$ cat src/rtl/ct_spsram_512x54_ctrl.sv
// Access controller for the 512x54 single-port SRAM macro: array clear, one LSU access per cycle, read-data alignment.
// Latency: read data valid one cycle after acceptance; backpressure: req_rdy low outside RUN and whenever init_req is high.
module ct_spsram_512x54_ctrl #(
  parameter int                    ADDR_WIDTH = 9,
  parameter int                    DATA_WIDTH = 54,
  parameter logic [DATA_WIDTH-1:0] INIT_VAL   = '0
) (
  input  logic                  forever_cpuclk,
  input  logic                  cpurst,
  input  logic                  init_req,
  input  logic                  req_vld,
  input  logic                  req_wr,
  input  logic [ADDR_WIDTH-1:0] req_addr,
  input  logic [DATA_WIDTH-1:0] req_wdata,
  input  logic [DATA_WIDTH-1:0] req_bwe,
  output logic                  req_rdy,
  output logic                  init_done,
  output logic                  rd_vld,
  output logic [DATA_WIDTH-1:0] rd_data,
  output logic [ADDR_WIDTH-1:0] sram_a,
  output logic                  sram_cen,
  output logic                  sram_gwen,
  output logic [DATA_WIDTH-1:0] sram_wen,
  output logic [DATA_WIDTH-1:0] sram_d,
  input  logic [DATA_WIDTH-1:0] sram_q
);

  typedef enum logic [1:0] {
    ST_RST  = 2'd0,
    ST_INIT = 2'd1,
    ST_RUN  = 2'd2
  } state_t;

  localparam logic [ADDR_WIDTH-1:0] LAST_ADDR = '1;

  state_t                  r_state;
  logic [ADDR_WIDTH-1:0]   r_cnt;
  logic                    r_init_done;
  logic                    r_rd_vld;
  logic [DATA_WIDTH-1:0]   r_hold;

  logic                    w_run;
  logic                    w_acc;

  assign w_run = (r_state == ST_RUN);
  // init_req has priority over a same-cycle request; the master must hold it.
  assign w_acc = w_run & req_vld & ~init_req;

  always_ff @(posedge forever_cpuclk or posedge cpurst) begin
    if (cpurst) begin
      r_state     <= ST_RST;
      r_cnt       <= '0;
      r_init_done <= 1'b0;
      r_rd_vld    <= 1'b0;
      r_hold      <= '0;
    end else begin
      r_rd_vld <= w_acc & ~req_wr;
      if (r_rd_vld) begin
        r_hold <= sram_q;
      end
      case (r_state)
        ST_RST: begin
          r_state     <= ST_INIT;
          r_cnt       <= '0;
          r_init_done <= 1'b0;
        end
        ST_INIT: begin
          if (init_req) begin
            r_cnt <= '0;
          end else begin
            r_cnt <= r_cnt + 1'b1;
            if (r_cnt == LAST_ADDR) begin
              r_state     <= ST_RUN;
              r_init_done <= 1'b1;
            end
          end
        end
        ST_RUN: begin
          if (init_req) begin
            r_state     <= ST_INIT;
            r_cnt       <= '0;
            r_init_done <= 1'b0;
          end
        end
        default: begin
          r_state     <= ST_RST;
          r_cnt       <= '0;
          r_init_done <= 1'b0;
        end
      endcase
    end
  end

  always_comb begin
    sram_cen  = 1'b1;
    sram_gwen = 1'b1;
    sram_wen  = '1;
    sram_a    = '0;
    sram_d    = '0;
    if (r_state == ST_INIT) begin
      sram_cen  = 1'b0;
      sram_gwen = 1'b0;
      sram_wen  = '0;
      sram_a    = r_cnt;
      sram_d    = INIT_VAL;
    end else if (w_acc) begin
      sram_cen = 1'b0;
      sram_a   = req_addr;
      if (req_wr) begin
        sram_gwen = 1'b0;
        sram_wen  = ~req_bwe;
        sram_d    = req_wdata;
      end
    end
  end

  assign req_rdy   = w_run & ~init_req;
  assign init_done = r_init_done;
  assign rd_vld    = r_rd_vld;
  assign rd_data   = r_rd_vld ? sram_q : r_hold;

endmodule

$ cat config.mk
export PLATFORM = sky130hd
export DESIGN_NAME = ct_spsram_512x54_ctrl
export DESIGN_NICKNAME = d
export VERILOG_FILES = /design/src/rtl/ct_spsram_512x54_ctrl.sv
export SDC_FILE = /design/constraint.sdc
export NUM_CORES = 1
export LEC_CHECK = 0
export ABC_CLOCK_PERIOD_IN_PS = 2100
export CAP_MARGIN = 40
export CORE_AREA = 4 4 133 135
export CTS_CLUSTER_DIAMETER = 100
export DETAILED_ROUTE_END_ITERATION = 8
export DIE_AREA = 0 0 137 139
export GPL_TIMING_DRIVEN = 0
export PLACE_DENSITY = 0.76
export SLEW_MARGIN = 20
export SYNTH_ARGS = -nofsm -noshare
export SYNTH_HDL_FRONTEND = slang
export SYNTH_SLANG_ARGS = --single-unit
$ cat constraint.sdc
create_clock -name forever_cpuclk -period 2.1 [get_ports forever_cpuclk]
set_input_delay 0.42 -clock forever_cpuclk [delete_from_list [all_inputs] [get_ports forever_cpuclk]]
set_output_delay 0.42 -clock forever_cpuclk [all_outputs]
set_load 0.01 [all_outputs]
==> results_dict.tcl, run 1 <==
set metrics [dict create \
    status "complete, but fails checks" \
    violations "negative setup slack" \
    setup_viol 65 \
    synth-seq-area-share_pct 47.8 \
    clk_latency_ns 0.32 \
    antenna_found_initial 0 \
    post-route-drc-count 0 \
    yosys.area.top_type_share_pct 47.8 \
    power_density_mw_per_mm2 409 \
    fin_skew_ns 0.00487 \
    final_cells 937 \
    max_stage_delay_ns 0.39 \
    wire_per_inst_um 18.4 \
    rr_startpoint "r_state[1]" \
    synth.most_common_cell "dfrtp_1" \
    grt_start_max_net_pins 48 \
    vias 4182 \
    cts_buffers 9 \
    fmax_ghz 0.464 \
    finalMaxSlewViolations 0 \
    drt-total-wl_um 17300 \
    critPathSlowestCell "dfrtp_1" \
    core_area_mm2 0.0165 \
    root_buffer "clkbuf_16" \
    place.gp.congestion 0.801 \
    die_h_um 139 \
    critical_path_class "reg -> out" \
    drv_cap 0 \
    finalHoldViolations 0 \
    worst_hold_path_type "in -> async" \
    synth_cells 323 \
    hold_buffers 0 \
    synth_area_leaders "dfrtp_1 48%, mux2_2 18%, and3_1 10%" \
    die-area_mm2 0.0190 \
    yosys_most_used_dff "dfrtp_1" \
    finalSetupTns_ns -1.79 \
    r2r_slack_ns 0.36 \
    p_leak_uw 0.00409 \
    wl_met2_um 9090 \
    synth-seq-cells 66 \
    routed_via_density 4.46 \
    floorplan.initialDensity_pct 21.0 \
    syn_area_mm2 0.00346 \
    ant_nets 0 \
    worstPathMaxFanout 7 \
    fin_crit_ns 2.15 \
    fin_nets 890 \
    ys_warn_count 0 \
    num_rows 47 \
    cp_cell_sequence "and4bb_4 > and2_4 > buf_8 > buf_6 > a21oi_1 > buf_2" \
    rsz0062_at_grt "yes" \
    cts_sinks 66 \
    io_pins 352 \
    fin_ws_ns -0.0538 \
    rr_worst_depth 6 \
    synth_edf_count 0 \
    grt_pass1_wl_um 25200 \
    worstSetupStartpointType "flip-flop" \
    worst_pin_slew_ns 0.456 \
    arrival_ns 1.73 \
    nFillCells 1538 \
    ys_top_cells_by_count "66 x dfrtp_1, 58 x a21oi_1, 56 x and3_1" \
    drive_gt1_share_pct 45.6 \
    h-tree-depth 3 \
    drtPass1Iterations 4 \
    antennaDiodeCount 0 \
    cts.path.max_buffers 2 \
    synth_cell_types 31 \
    clk_pin_slew_ns 0.06 \
    met3WireLength_um 1270 \
    synth_async_sr_flop_share_pct 100 \
    die_w_um 137 \
    slew_headroom_pct 69.4 \
    dp_hpwl_um 13200 \
    io_buffers 351 \
    synth.avg_cell_area_um2 10.7 \
    grt_pass1_vias 4523 \
    synthToLayoutAreaGrowth_pct 129 \
    period_share_pct 103 \
    synth_nets 501 \
    dp_cells 895 \
    cp.required_ns 1.68 \
    dr.first_iter.drc_count 137 \
    cts_tree "built" \
    endpoint_kind "output pin" \
    top_layer "met4" \
    overflow 0 \
    synth_top_cell_by_area "dfrtp_1" \
    max-vdd-ir-drop_uv 331 \
    track_usage_pct 17.1 \
    rr_endpoint "r_cnt[6]" \
    wl_met1_um 6580 \
]
-- power by group --
part           leakage (uW)  total [uW]  internal (uW)  switching (uW)
sequential         0.000909        1300           1290            8.64
combinational       0.00304         501            344             157
clock              0.000138        1430            867             568
total               0.00409        3240           2500             733
-- state kept, by name, indices dropped and copies added (netlist names) --
name and flops:
r_hold 54, r_state 2, rd_vld 1, r_cnt 9
-- stage by stage --
stage	worst slack (ns)	area (um^2)	hold WS [ns]	util (%)	total power (uW)
global placement	-1.32	7250	0.478	44.0	1810
CTS	-0.170	7800	0.417	47.4	3280
global route	-0.113	7920	0.406	48.1	3390
finish	-0.0538	7920	0.410	48.1	3240
detailed placement	-0.964	7280	0.484	44.2	1820
floorplan	0.0252	3460	0.452	-	1410
-- how the worst max path moves through the flow --
stage                     slack (ns)           end  startpoint
after floorplan                 0.03      r_cnt[0]      cpurst
after global placement         -1.32    r_hold[32]      cpurst
after detailed placement       -0.96     sram_a[0]    init_req
after CTS                      -0.17  sram_wen[31]  r_state[0]
after global routing           -0.11  sram_wen[12]  r_state[0]
final                          -0.05  sram_wen[35]  r_state[0]
-- per-layer routing --
layer,up-vias,track usage (%)
met5,-,0
met1,2006,20.1
met3,29,4.61
met4,0,4.94
met2,194,30.0
li1,1953,-
-- final cells by class --
class	count	area, um^2	share of cell area [%]
tap	220	275	3.47
inverter	5	21.3	0.269
clock inverter	5	37.5	0.474
buffer	32	352	4.44
multi-input combinational	217	1910	24.1
clock buffer	11	253	3.19
timing repair buffer	381	3420	43.2
sequential	66	1650	20.9
-- cells by family after synthesis --
logic type               Yosys count  synth area share (%)
flip-flops                        66                  47.8
AND/OR/NAND/NOR                   79                  13.9
AO/OA/AOI/OAI                     80                  13.4
multiplexers                      56                  18.2
adder cells (fa/ha/maj)            2                 0.723
buffers and inverters             40                  6.01
-- cells in the final DEF, fill, tap and decap left out, types with 9 or more instances in the layout --
cell,count
clkdlybuf4s50_1,175
a21oi_2,40
and3_4,24
mux2_2,55
buf_6,44
buf_8,12
clkbuf_16,9
a21oi_1,16
dlygate4sd2_1,49
buf_4,23
dfrtp_1,65
a22o_1,12
and3_1,32
buf_2,85
-- critical path: cells and delay by family, from the launching register on --
| kind | cells | cell delay (ns) |
|---|---|---|
| and+or+nand+nor | 2 | 0.53 |
| buffers and inverters | 3 | 0.43 |
| DFF | 1 | 0.39 |
| AOI/OAI and AO/OA | 1 | 0.06 |
-- repair_timing --
| item | 4_1_cts | 5_1_grt |
|---|---|---|
| setup buffers | 19 | 1 |
| pin swaps | 54 | 16 |
| setup endpoints to repair | 174 | 140 |
| resized for setup | 695 | 65 |
| cloned | 12 | 0 |
No activity file was read; power rests on OpenSTA's default activity.
==> inputs of run 2 (changes only) <==
--- a/config.mk
+++ b/config.mk
@@ -5,14 +5,15 @@
 export SDC_FILE = /design/constraint.sdc
 export NUM_CORES = 1
 export LEC_CHECK = 0
+export ABC_AREA = 1
 export ABC_CLOCK_PERIOD_IN_PS = 2100
 export CAP_MARGIN = 40
-export CORE_AREA = 4 4 133 135
+export CORE_AREA = 4 4 134 136
 export CTS_CLUSTER_DIAMETER = 100
 export DETAILED_ROUTE_END_ITERATION = 8
-export DIE_AREA = 0 0 137 139
+export DIE_AREA = 0 0 138 140
 export GPL_TIMING_DRIVEN = 0
-export PLACE_DENSITY = 0.76
+export PLACE_DENSITY = 0.75
 export SLEW_MARGIN = 20
 export SYNTH_ARGS = -nofsm -noshare
 export SYNTH_HDL_FRONTEND = slang
==> run 2 against run 1 <==
Against the previous run:
- the flow still finishes with violations (negative setup slack)
- area after synthesis is 2.3% higher
- first-iteration DRC count is 5.8% higher
- maximum frequency is 2.6% lower
- count of clock-buffer cells in the layout is 2 higher
- core utilization is 2.1 points higher
- non-clock buffer count is 11 higher
- critical path type unchanged
- highest routed layer unchanged
==> results_dict.tcl, run 2 <==
set metrics [dict create \
    grt_pass1_vias 4509 \
    cp_cell_sequence "inv_2 > nand3_2 > nor2_4 > buf_12 > nand2_8 > nand2_8 > buf_6 > buf_6 > o21ai_1 > buf_2" \
    num_rows 48 \
    antennaDiodeCount 0 \
    fin_skew_ns 0.00457 \
    core_area_mm2 0.0169 \
    rsz0062_at_grt "yes" \
    cts_tree "built" \
    antenna_found_initial 0 \
    synth.avg_cell_area_um2 8.63 \
    clk_pin_slew_ns 0.05 \
    p_leak_uw 0.00415 \
    grt_pass1_wl_um 24600 \
    drv_cap 0 \
    grt_start_max_net_pins 56 \
    yosys_most_used_dff "dfrtp_1" \
    max-vdd-ir-drop_uv 304 \
    place.gp.congestion 0.777 \
    io_pins 352 \
    worstSetupStartpointType "flip-flop" \
    synth-seq-cells 66 \
    yosys.area.top_type_share_pct 46.7 \
    worstSetupPathDepth 10 \
    period_share_pct 105 \
    reg.largest.list "r_hold x54, r_cnt x9, r_state x2" \
    ys_top_cells_by_count "89 x nand2_1, 68 x o21ai_0, 66 x dfrtp_1" \
    synth_edf_count 0 \
    max_stage_delay_ns 0.39 \
    top_register "r_hold" \
    synth-seq-area-share_pct 46.7 \
    synth_cells 410 \
    finalSetupTns_ns -4.57 \
    synth_async_sr_flop_share_pct 100 \
    synth_cell_types 22 \
    status "complete, but fails checks" \
    fmax_ghz 0.452 \
    worst_hold_path_type "in -> async" \
    overflow 0 \
    cp_top_family "buffers and inverters" \
    rr_worst_depth 9 \
    syn_area_mm2 0.00354 \
    hold_buffers 0 \
    startpoint "r_state[0]" \
    layout_commonest_cell "clkdlybuf4s50_1" \
    die_w_um 138 \
    cts_buffers 9 \
    slew_headroom_pct 63.6 \
    ys_warn_count 0 \
    p_total_uw 3110 \
    fin_crit_ns 2.21 \
    r2r_slack_ns 0.58 \
    post_dp_cell_area_mm2 0.00735 \
    vias 4458 \
    io_buffers 350 \
    cts.path.max_buffers 2 \
    post-route-drc-count 0 \
    final_cell_mix "174 x clkdlybuf4s50_1, 100 x buf_2, 85 x nand2_1" \
    floorplan.initialDensity_pct 20.9 \
    cp.required_ns 1.68 \
    wire_per_inst_um 16.2 \
    final_area_mm2 0.00851 \
    synth_nets 588 \
    violations "negative setup slack" \
    arrival_ns 1.79 \
    setup_viol 76 \
    cts_sinks 66 \
    die_h_um 140 \
    drtPass1Iterations 4 \
    dp_hpwl_um 12800 \
    routed_via_density 4.26 \
    root_buffer "clkbuf_16" \
    finalHoldViolations 0 \
    fin_ws_ns -0.111 \
    die-area_mm2 0.0193 \
    synthToLayoutAreaGrowth_pct 140 \
    rr_startpoint "r_cnt[0]" \
    rr_endpoint "r_state[0]" \
    critical_path_class "reg -> out" \
    track_usage_pct 15.9 \
    synth.most_common_cell "nand2_1" \
    worstPathMaxFanout 5 \
    endpoint_kind "output pin" \
    drt-total-wl_um 16900 \
    synth_top_cell_by_area "dfrtp_1" \
    largest_reg_flops 54 \
    worst-path-buf-inv 5 \
    h-tree-depth 3 \
    critPathCapture "sram_wen[5]" \
    worst_pin_slew_ns 0.546 \
    ant_nets 0 \
    power_density_mw_per_mm2 365 \
    synth_area_leaders "dfrtp_1 47%, mux2_2 17%, o21ai_0 9.6%" \
    clk_latency_ns 0.32 \
    holdWs_ns 0.361 \
    fin_nets 995 \
    critPathSlowestCell "dfrtp_1" \
    dr.first_iter.drc_count 145 \
    finalMaxSlewViolations 0 \
    drive_gt1_share_pct 48.2 \
]
run 2: changes by cell type after synthesis, sizes merged, moves of 3 or more:
cell / previous run / this run
clkbuf: 19 / 10
and3: 56 / 0
inv: 5 / 21
buf: 16 / 20
a21oi: 58 / 0
nand2: 6 / 91
o21ai: 3 / 69
nor2: 4 / 65
nand3: 5 / 8
a22o: 12 / 0
run 2: report_power, final:
part           leakage, uW  total, uW  switching, uW  internal, uW
sequential        0.000913       1280           5.19          1280
clock             0.000132       1360            508           854
combinational      0.00311        464            153           311
total              0.00415       3110            666          2440
run 2: final cells by class:
type / instances / area (um^2)
clock inverters: 2 / 12.5
well taps: 225 / 282
multi-input cells: 294 / 2220
flip-flops and latches: 66 / 1650
inverters: 21 / 103
repair inverters: 1 / 8.76
clock buffers: 13 / 260
fillers: 1557 / 8430
plain buffers: 30 / 322
repair buffers: 394 / 3650
run 2: kinds of logic after synthesis:
logic type	after synthesis	synth area share [%]
adder cells (fa/ha/maj)	2	0.707
XOR/XNOR	1	0.248
multiplexers	54	17.2
AO/OA/AOI/OAI	70	9.94
buffers and inverters	51	6.51
flip-flops	66	46.7
AND/OR/NAND/NOR	166	18.7
run 2: metrics by stage:
stage | setup slack (ns) | util [%] | instances
after floorplan | 0.0252 | - | 410
after global placement | -1.19 | 43.2 | 985
after detailed placement | -0.623 | 43.4 | 986
after CTS | -0.175 | 44.2 | 1029
after global routing | -0.192 | 50.2 | 1046
final | -0.111 | 50.2 | 1046
run 2: worst min-delay path by stage:
stage | endpoint | startpoint | cells past startpoint | slack (ns)
CTS | r_cnt[0] | cpurst | 2 | 0.35
global route | r_cnt[4] | cpurst | 2 | 0.36
finish | r_cnt[4] | cpurst | 2 | 0.36
floorplan | r_state[0] | r_state[0] | 1 | 0.44
global placement | r_state[0] | r_state[0] | 1 | 0.46
detailed placement | r_hold[22] | r_hold[22] | 1 | 0.48
run 2: repair_timing:
item                       4_1_cts  5_1_grt
pin swaps                        4        4
hold endpoints to repair         0        0
setup endpoints to repair      174      134
setup buffers                   23       12
resized for setup              820      228
gates cloned                     6        6
run 2: layer usage:
metal / share of wire [%] / routed length, um / GRT usage [%] / vias to the layer above
met2: 51 / 8670 / 27.9 / 208
met5: 0 / 0 / 0 / -
li1: - / - / - / 2156
met4: 2.3 / 385 / 5.20 / 0
met3: 7.2 / 1220 / 4.34 / 26
met1: 39 / 6640 / 18.8 / 2068
==> inputs of run 3 (changes only) <==
--- a/config.mk
+++ b/config.mk
@@ -8,12 +8,13 @@
 export ABC_AREA = 1
 export ABC_CLOCK_PERIOD_IN_PS = 2100
 export CAP_MARGIN = 40
-export CORE_AREA = 4 4 134 136
+export CORE_AREA = 4 4 136 138
 export CTS_CLUSTER_DIAMETER = 100
 export DETAILED_ROUTE_END_ITERATION = 8
-export DIE_AREA = 0 0 138 140
+export DIE_AREA = 0 0 140 142
+export DONT_BUFFER_PORTS = 1
 export GPL_TIMING_DRIVEN = 0
-export PLACE_DENSITY = 0.75
+export PLACE_DENSITY = 0.46
 export SLEW_MARGIN = 20
 export SYNTH_ARGS = -nofsm -noshare
 export SYNTH_HDL_FRONTEND = slang
==> run 3 against run 2 <==
Against the previous run:
- the flow now finishes without violations
- global-route usage is 2.9 points lower
- first-iteration DRC count is 61% lower
- non-clock buffer count is 391 lower
- critical path type unchanged
==> results_dict.tcl, run 3 (synthesis gave the netlist of run 2 again) <==
set metrics [dict create \
    p_sw_uw 612 \
    clkPwrFrac_pct 48.5 \
    num_rows 48 \
    arrival_ns 1.63 \
    cts_tree "built" \
    p_leak_uw 0.00206 \
    drv_cap 0 \
    final_cells 654 \
    rsz0062_at_grt "yes" \
    cp_cell_sequence "nand3_2 > nor2_4 > nand2_2 > nand2_4 > buf_6 > o21ai_1" \
    top_register "r_hold" \
    slew_headroom_pct 68.5 \
    worstSetupStartpointType "flip-flop" \
    hp-start "init_req" \
    rr_startpoint "r_cnt[0]" \
    post_dp_cell_area_mm2 0.00385 \
    p_int_uw 2100 \
    layout_commonest_cell "nand2_1" \
    root_buffer "clkbuf_16" \
    worstPathMaxFanout 10 \
    core_area_mm2 0.0172 \
    fmax_ghz 0.489 \
    cts_sinks 66 \
    clk_latency_ns 0.32 \
    grt_start_max_net_pins 54 \
    rr_worst_depth 9 \
    max_stage_delay_ns 0.47 \
    finalMaxSlewViolations 0 \
    critical_path_class "reg -> out" \
    track_usage_pct 13.0 \
    io_buffers 0 \
    cts_buffers 9 \
    switching_share_pct 22.6 \
    seqPwrFrac_pct 47.3 \
    rr_endpoint "r_state[0]" \
    largest_reg_flops 54 \
    fin_nets 602 \
    drtPass1Iterations 4 \
    power_density_mw_per_mm2 608 \
    h-tree-depth 3 \
    finalHoldViolations 0 \
    wire_per_inst_um 21.8 \
    fin_skew_ns 0.0112 \
    p_total_uw 2710 \
    critPathSlowestCell "dfrtp_2" \
    dp_cells 636 \
    fin_crit_ns 2.05 \
    die_w_um 140 \
    p_comb_share_pct 4.2 \
    setup_viol 0 \
    status "completed" \
    worst_hold_path_type "in -> reg" \
    r2r_slack_ns 0.49 \
    final_cell_mix "89 x nand2_1, 65 x dfrtp_1, 54 x mux2_2" \
    final_area_mm2 0.00446 \
    max-vdd-ir-drop_uv 282 \
    antenna_found_initial 0 \
    reg.largest.list "r_hold x54, r_cnt x9, r_state x2" \
    dp_hpwl_um 12200 \
    routed_via_density 4.44 \
    place.gp.congestion 0.802 \
    clk_pin_slew_ns 0.06 \
    holdWs_ns 0.281 \
    antennaDiodeCount 0 \
    die_h_um 142 \
    dr.first_iter.drc_count 56 \
    endpoint_kind "output pin" \
    drt-total-wl_um 14200 \
    drive_gt1_share_pct 40.6 \
    die-area_mm2 0.0199 \
    floorplan.initialDensity_pct 20.6 \
    cts.path.max_buffers 2 \
    post-route-drc-count 0 \
    cp.required_ns 1.68 \
    worst_pin_slew_ns 0.473 \
    whs_path_depth 2 \
    nFillCells 1845 \
    grt_pass1_vias 2939 \
    min_to "r_state[0]" \
    vias 2903 \
    io_pins 352 \
    overflow 0 \
    synthToLayoutAreaGrowth_pct 26.1 \
    grt_pass1_wl_um 19500 \
    ant_nets 0 \
    period_share_pct 97.4 \
]
==> run 3: cell count changes in the layout (fill, tap and decap cells not counted), moves of 16 or more <==
cell	previous run	this run
buf_2	100	6
buf_4	19	3
buf_6	74	6
clkdlybuf4s50_1	174	0
nor2_2	14	34
nor2_4	35	8
==> run 3: area by class of cell <==
class | instances | area (um^2) | share of cell area, %
Multi-Input combinational cell | 293 | 1920 | 42.9
Sequential cell | 66 | 1650 | 37.0
Tap cell | 225 | 282 | 6.31
Clock buffer | 11 | 233 | 5.21
Buffer | 30 | 223 | 4.99
Inverter | 21 | 81.3 | 1.82
Timing Repair Buffer | 3 | 45.0 | 1.01
Clock inverter | 5 | 31.3 | 0.701
==> run 3: worst max path at each step <==
stage / from / endpoint / slack (ns) / depth (start not counted)
finish: r_state[1] / sram_wen[46] / 0.05 / 6
global route: r_state[1] / sram_d[32] / -0.05 / 5
CTS: r_state[1] / sram_wen[15] / -0.03 / 6
detailed placement: r_state[1] / sram_a[7] / -0.000008 / 4
global placement: cpurst / r_hold[37] / -0.66 / 1
floorplan: cpurst / r_cnt[0] / 0.03 / 1
==> run 3: power by group through the flow <==
stage | registers (uW) | clock network [uW] | logic, uW
5_1_grt | 1280 | 1440 | 133
2_1_floorplan | 1300 | 0 | 71.8
6_report | 1280 | 1320 | 115
3_5_place_dp | 1300 | 0 | 102
4_1_cts | 1280 | 1390 | 110
3_3_place_gp | 1300 | 0 | 93.0
==> run 3: what timing repair did <==
| action | 4_1_cts | 5_1_grt |
|---|---|---|
| endpoints found under the setup margin | 160 | 134 |
| hold buffers | 1 | 0 |
| hold endpoints to repair | 13 | 0 |
| pin swaps | 1 | 1 |
| buffers inserted | 0 | 1 |
| gates resized for setup | 57 | 115 |
==> run 3: critical path, delay by kind of cell (launching register included) <==
family / cells / cell delay (ns)
buffers and inverters: 1 / 0.16
AND/OR/NAND/NOR: 4 / 0.53
flip-flops: 1 / 0.47
AO/OA/AOI/OAI: 1 / 0.13
==> run 3: metrics by stage <==
step / util, % / TNS [ns] / setup slack [ns]
3_3_place_gp: 22.2 / -43.39 / -0.665
6_report: 26.0 / 0 / 0.0540
3_5_place_dp: 22.4 / -0.00000777 / -0.00000777
4_1_cts: 24.5 / -0.295 / -0.0337
5_1_grt: 26.0 / -1.26 / -0.0505
2_1_floorplan: - / 0 / 0.0252
==> run 3: layer usage <==
metal | routed length [um] | GRT usage, % | vias to the layer above
met5 | 0 | 0 | -
li1 | - | - | 1356
met2 | 7040 | 21.9 | 189
met1 | 5570 | 15.4 | 1346
met3 | 1390 | 5.17 | 12
met4 | 233 | 3.82 | 0
